===== src/rtl/wb_commit.sv =====
// Writeback/commit stage: registers the two MEM slots, merges load data
// into slot 1, and drives both register-file write ports in program order.
module wb_commit #(
  parameter int DATA_W = 32,
  parameter int REG_AW = 5
) (
  input  logic              clk,
  input  logic              rst,
  input  logic              m_valid1,
  input  logic              m_wreg1,
  input  logic [REG_AW-1:0] m_waddr1,
  input  logic [DATA_W-1:0] m_wdata1,
  input  logic              m_load1,
  input  logic [2:0]        m_ldop1,
  input  logic [1:0]        m_alo1,
  input  logic              m_valid2,
  input  logic              m_wreg2,
  input  logic [REG_AW-1:0] m_waddr2,
  input  logic [DATA_W-1:0] m_wdata2,
  input  logic              dc_valid,
  input  logic [DATA_W-1:0] dc_rdata,
  input  logic              stall_i,
  input  logic              flush_i,
  output logic              we1,
  output logic [REG_AW-1:0] waddr1,
  output logic [DATA_W-1:0] wdata1,
  output logic              we2,
  output logic [REG_AW-1:0] waddr2,
  output logic [DATA_W-1:0] wdata2,
  output logic              stall_req,
  output logic [31:0]       retire_cnt
);

  typedef enum logic [1:0] {
    EMPTY,
    READY,
    WAIT_DATA,
    DRAIN
  } state_t;

  state_t            st;
  logic              v1, v2;
  logic              wreg1, wreg2;
  logic              load1;
  logic [2:0]        ldop1;
  logic [1:0]        alo1;
  logic [REG_AW-1:0] a1, a2;
  logic [DATA_W-1:0] d1, d2;

  logic [7:0]        bsel;
  logic [15:0]       hsel;
  logic [DATA_W-1:0] ldata;
  logic              held, ld_pend, done, commit, can_cap;

  always_comb begin
    bsel = dc_rdata[{alo1, 3'b000} +: 8];
    hsel = dc_rdata[{alo1[1], 4'b0000} +: 16];
    case (ldop1)
      3'd1:    ldata = {{(DATA_W-8){bsel[7]}}, bsel};
      3'd2:    ldata = {{(DATA_W-8){1'b0}}, bsel};
      3'd3:    ldata = {{(DATA_W-16){hsel[15]}}, hsel};
      3'd4:    ldata = {{(DATA_W-16){1'b0}}, hsel};
      default: ldata = dc_rdata;
    endcase
  end

  // A held group retires when it has no load or its load data is back.
  always_comb begin
    held    = (st == READY) || (st == WAIT_DATA);
    ld_pend = v1 & load1;
    done    = held & (~ld_pend | dc_valid);
    commit  = done & ~flush_i & ~rst;
    can_cap = ~stall_i & ~flush_i & ((st == EMPTY) | done);
    we1     = commit & v1 & wreg1;
    we2     = commit & v2 & wreg2;
    waddr1  = rst ? '0 : a1;
    waddr2  = rst ? '0 : a2;
    wdata1  = rst ? '0 : (ld_pend ? ldata : d1);
    wdata2  = rst ? '0 : d2;
    stall_req = 1'b0;
    if (!rst) begin
      case (st)
        READY:     stall_req = ld_pend & ~dc_valid & ~flush_i;
        WAIT_DATA: stall_req = ~dc_valid | flush_i;
        DRAIN:     stall_req = 1'b1;
        default:   stall_req = 1'b0;
      endcase
    end
  end

  always_ff @(posedge clk) begin
    if (rst) begin
      st         <= EMPTY;
      v1         <= 1'b0;
      v2         <= 1'b0;
      wreg1      <= 1'b0;
      wreg2      <= 1'b0;
      load1      <= 1'b0;
      ldop1      <= '0;
      alo1       <= '0;
      a1         <= '0;
      a2         <= '0;
      d1         <= '0;
      d2         <= '0;
      retire_cnt <= '0;
    end else begin
      if (commit)
        retire_cnt <= retire_cnt + {31'b0, v1} + {31'b0, v2};
      if (flush_i) begin
        v1 <= 1'b0;
        v2 <= 1'b0;
        // An outstanding load return must still be swallowed.
        st <= ((st == WAIT_DATA || st == DRAIN) && !dc_valid)
              ? DRAIN : EMPTY;
      end else if (st == DRAIN) begin
        if (dc_valid) st <= EMPTY;
      end else if (can_cap) begin
        v1    <= m_valid1;
        v2    <= m_valid2;
        wreg1 <= m_wreg1;
        wreg2 <= m_wreg2;
        load1 <= m_load1;
        ldop1 <= m_ldop1;
        alo1  <= m_alo1;
        a1    <= m_waddr1;
        a2    <= m_waddr2;
        d1    <= m_wdata1;
        d2    <= m_wdata2;
        st    <= (m_valid1 | m_valid2) ? READY : EMPTY;
      end else if (done) begin
        v1 <= 1'b0;
        v2 <= 1'b0;
        st <= EMPTY;
      end else if (st == READY && ld_pend) begin
        st <= WAIT_DATA;
      end
    end
  end

endmodule

===== config.mk =====
export PLATFORM = sky130hd
export DESIGN_NAME = wb_commit
export DESIGN_NICKNAME = d
export VERILOG_FILES = /design/src/rtl/wb_commit.sv
export SDC_FILE = /design/constraint.sdc
export NUM_CORES = 1
export LEC_CHECK = 0
export ABC_AREA = 0
export BUFFER_PORTS_ARGS = -buffer_cell sky130_fd_sc_hd__buf_2
export CAP_MARGIN = 40
export CORE_ASPECT_RATIO = 1.2
export CORE_MARGIN = 1.5
export CORE_UTILIZATION = 34
export DETAILED_ROUTE_END_ITERATION = 8
export GPL_TIMING_DRIVEN = 0
export HOLD_SLACK_MARGIN = 0.1
export SYNTH_ARGS = -nofsm -noshare
export SYNTH_HDL_FRONTEND = slang
export SYNTH_SLANG_ARGS = --single-unit

===== constraint.sdc =====
create_clock -name clk -period 2.3 [get_ports clk]
set_input_delay 0.46 -clock clk [delete_from_list [all_inputs] [get_ports clk]]
set_output_delay 0.46 -clock clk [all_outputs]
set_load 0.01 [all_outputs]

# After elaboration in Yosys (flattened, before gate mapping)
# Cells that the tools add are included.
[totals]
inputBits = 121
elab_cells = 78
regBits = 118
out_inout_bits = 109
[op_classes]
shift = 2
eq_ne = 8
reduce_logical = 12
bitwise = 22
mux = 19
add_sub_neg = 2
[op_table]
columns = ["cell", "count"]
rows = [
  ["32-bit case mux with 4 select lines", 1],
  ["32-bit two-way mux", 3],
  ["32-bit by 1-bit adder with 32-bit output", 2],
  ["32-bit by 6-bit indexed part select with 16-bit output", 1],
  ["32-bit by 6-bit indexed part select with 8-bit output", 1],
  ["2-bit two-way mux", 7],
  ["1-bit bitwise AND", 12],
  ["5-bit two-way mux", 2],
  ["3-bit by 2-bit equality test with 1-bit output, second input constant", 2],
  ["1-bit NOT", 6],
  ["1-bit two-way mux", 5],
  ["5-bit nonzero test", 1],
  ["2-bit equality test, second input constant", 2],
  ["1-bit bitwise OR", 4],
  ["2-bit AND reduction", 2],
  ["3-bit by 1-bit equality test with 1-bit output, second input constant", 1],
  ["3-bit equality test, second input constant", 1],
  ["3-bit != test, second input constant", 1],
  ["1-bit case mux with 3 select lines", 1],
  ["3-bit AND reduction", 1],
  ["2-bit by 1-bit equality test with 1-bit output, second input constant", 1],
  ["1-bit logical AND", 2],
  ["2-bit logical NOT", 1],
  ["1-bit logical OR", 2],
  ["other kinds (3)", 3],
]

# Longest topological paths before layout
[logic_depth]
depth_word = 9
depth_mapped = 9

# Worst setup path before layout
# No wires, ideal clock.
[synth_path]
path_type = "input to output"
from = "in dc_rdata[31]"
to = "out wdata1[21]"
t_arrival_ps = 1688
cell_stages = 6
path_slack_ps = 152
path_cell_list = "mux4_2 o32ai_1 or3_1 buf_2 buf_6 o21ai_1"
[synth_via]
elab_chain_cells = 4
elab_cells_between_ends = 5
cone_classes = "shift: 2; mux: 3"
[synth_lines]
columns = ["element", "line", "text"]
rows = [
  ["start, declared", "21", "input logic [DATA_W-1:0] dc_rdata,"],
  ["32-bit by 6-bit indexed part select with 16-bit output or 32-bit by 6-bit indexed part select with 8-bit output (tied branches)", "57, 56", ""],
  ["32-bit case mux with 4 select lines *", "58", "case (ldop1)"],
  ["32-bit two-way mux * (2 in a row)", "78", "wdata1 = rst ? '0 : (ld_pend ? ldata : d1);"],
  ["end, declared", "26", "output logic [DATA_W-1:0] wdata1,"],
]
# Mark *: on every way between the ends. The rest lies on a longest branch, timed or not.

# Worst setup path after layout
[layout_path]
from = "reg ldop1[2]"
to = "out wdata1[10]"
[layout_via]
elab_chain_cells = 4
elab_cells_between_ends = 7
cone_classes = "eq/ne: 4; mux: 3"
[layout_lines]
columns = ["element", "line", "text"]
rows = [
  ["start, declared", "45", "logic [2:0] ldop1;"],
  ["start signal, assigned", "123", "ldop1 <= m_ldop1;"],
  ["3-bit equality test (tied with other cells)", "58", ""],
  ["32-bit case mux with 4 select lines *", "58", ""],
  ["32-bit two-way mux * (2 in a row)", "78", ""],
]
# Marked as above.

==> results_dict.tcl <==
set metrics [dict create \
    grt_pass1_vias 6237 \
    die-area_um2 18600 \
    fill_cells 1779 \
    synthFlopType "dfxtp_1" \
    cp_data_required_time_ns 1.84 \
    cts_root_buf "clkbuf_16" \
    synth_edf_count 0 \
    worstPathMaxFanout 8 \
    dp_slack_ns -0.372 \
    grt_util_all_layers 0.225 \
    hold_violations 0 \
    ir_drop_mv 0.497 \
    p_leak_nw 3.74 \
    clkTransAtPathRegs_ns 0.06 \
    cp_slowest_cell "or3b_4" \
    drv.max_cap_violation_count 0 \
    initial_core_util 0.346 \
    clockBufferDepth 2 \
    failed_checks "setup timing" \
    syn_to_final_growth_pct 44.0 \
    skew_ns 0.00758 \
    vias_per_cell 5.06 \
    insertion_delay_ns 0.42 \
    drc_errors 0 \
    synthesis.area_um2 6060 \
    port_buffers 229 \
    synth_area_leaders "dfxtp_1, nand2_1, a21oi_1" \
    synthCells 808 \
    antenna_found_initial 2 \
    min_period_ns 2.66 \
    hold_path_class "primary input to register" \
    die_h_um 149 \
    drtAntennaViolNets 0 \
    synth_top_area_cell "dfxtp_1" \
    fin_ws_ns -0.364 \
    wire_per_inst_um 16.6 \
    cts_num_sinks 118 \
    drive_gt1_frac 0.386 \
    cts_buffers 17 \
    syn_avg_cell_area_um2 7.49 \
    yosys_register_bits 118 \
    slew_violations 0 \
    io-pin-count 230 \
    cts_tree "built" \
    vias 6640 \
    fin_hold_ws_ns 0.275 \
    synth_warnings 0 \
    drt-pass1-iter-count 4 \
    grt_max_degree 17 \
    end_kind "primary output" \
    syn_nets 936 \
    critical_path.max_stage_delay_ns 0.40 \
    yosys.area.top_type_share 0.390 \
    nets 1206 \
    setup_viol 32 \
    cts_max_level 4 \
    async_reset_ff_frac 0 \
    max_slew_margin 0.499 \
    fmax_mhz 375 \
    rsz0062_at_grt "yes" \
    grt_pass1_wl_um 32800 \
    first_iter_violations 323 \
    crit_type "register to primary output" \
    rows 53 \
    dpl.hpwl_um 16000 \
    path_delay_family "simple AND/OR/NAND/NOR gates" \
    die_w_um 125 \
    synth.distinct_cells 57 \
    critPathLaunchType "register" \
    gp_congestion 0.889 \
    final.period_utilization 1.16 \
    power_density_nw_per_um2 623 \
    outcome "complete, but fails checks" \
    ys_seq_area_frac 0.390 \
    yosys.cell_count.top_type "nand2_1" \
    worstMarginPinSlew_ns 0.751 \
    postRouteWirelength_um 21800 \
    fp.coreArea_um2 17500 \
    cp_num_buf_inv 2 \
    overflow 0 \
    arrival_ns 2.20 \
    ys_top_cells_by_count "nand2_1, dfxtp_1, a21oi_1" \
    crit_chain "or3b_4 > o21ai_2 > and2_4 > buf_6 > a22oi_2 > a211oi_2 > buf_2" \
]
[power breakdown]
group          switching (mW)  internal (mW)  total (mW)
Sequential             0.0475           2.13        2.18
Combinational           0.473          0.327       0.800
Clock                    1.00           1.46        2.46
[layout make-up]
| class | count | area [um^2] | area share |
|---|---|---|---|
| Antenna cell | 1 | 2.50 | 0.000287 |
| Buffer | 53 | 309 | 0.0354 |
| Clock buffer | 21 | 470 | 0.0539 |
| Clock inverter | 11 | 76.3 | 0.00875 |
| Inverter | 13 | 48.8 | 0.00559 |
| Multi-Input combinational cell | 619 | 3750 | 0.430 |
| Sequential cell | 118 | 2380 | 0.273 |
| Tap cell | 220 | 275 | 0.0316 |
| Timing Repair Buffer | 256 | 1410 | 0.161 |
[cells in the final DEF (no fill, tap or decap), drive strengths merged, types with 3 or more instances in the layout]
cell type / netlist / final
nand2: 203 / 203
nor3: 12 / 12
and3: 3 / 3
nand2b: 11 / 11
ha: 6 / 6
buf: 25 / 281
o21ai: 28 / 28
or2: 8 / 8
dfxtp: 118 / 118
a21oi: 110 / 110
nor2b: 45 / 45
or3: 9 / 9
nor4: 12 / 12
a211oi: 17 / 17
o41ai: 7 / 7
and4: 5 / 5
nor2: 57 / 57
nand3: 15 / 15
a22oi: 7 / 7
clkinvlp: 0 / 4
xnor2: 21 / 21
nand4: 9 / 9
clkbuf: 33 / 49
clkinv: 0 / 6
and2: 7 / 7
inv: 13 / 14
[sequential cells by signal, indices dropped and copies added, names as in the netlist, 2 cells and up]
signal and cells:
alo1 2, a1 5, retire_cnt 32, a2 5
d1 32, st 2, ldop1 3, d2 32
[repair_timing]
action | 4_1_cts | 5_1_grt
setup endpoints to repair | 101 | 86
gates resized for setup | 85 | 56
buffers inserted | 10 | 15
pin swaps | 33 | 28
hold buffers | 0 | 0
gates cloned | 2 | 0
[logic make-up (layout without fill, tap and decap cells)]
group                    after synthesis  count (layout)  synth area share
AND/OR/NAND/NOR                      405             405             0.327
AO/OA/AOI/OAI                        180             180             0.173
flip-flops                           118             118             0.390
buffers and inverters                 71             354            0.0519
XOR/XNOR                              22              22            0.0318
adder cells (fa/ha/maj)                7               7            0.0157
multiplexers                           5               5            0.0107
other                                  0               1                 0
[routing by layer]
metal	wire (um)	vias to the layer above	part of all wire	track usage
met2	11000	220	0.50	0.395
met3	1350	43	0.062	0.0545
met1	8790	3092	0.40	0.262
met5	0	-	0	0
li1	-	3285	-	-
met4	668	0	0.031	0.0977
[worst reg2reg max path, delay by kind of cell (launching register included)]
| kind | cells | cell delay (ns) |
|---|---|---|
| muxes | 1 | 0.14 |
| adders and majority gates | 1 | 0.40 |
| DFF | 1 | 0.34 |
| buffers and inverters | 2 | 0.19 |
| and+or+nand+nor | 4 | 0.99 |
[final timing paths]
path	start	slack, ns	cells after the start	endpoint
min	m_wdata2[29]	0.28	3	d2[29]
min reg2reg	d2[30]	0.45	2	d2[30]
max	ldop1[2]	-0.36	7	wdata1[10]
max reg2reg	v1	0.13	8	retire_cnt[31]
[per-stage QoR]
stage          utilization  cells  power (mW)  setup TNS (ns)  area (um^2)
2_1_floorplan            -    808        2.61               0         6060
3_3_place_gp         0.427   1257        2.91          -20.23         7480
3_5_place_dp         0.427   1257        2.91          -22.91         7480
4_1_cts              0.481   1298        5.44           -8.96         8420
5_1_grt              0.498   1311        5.66          -11.34         8720
6_report             0.498   1312        5.44           -8.48         8720
No activity file was read; power rests on OpenSTA's default activity.
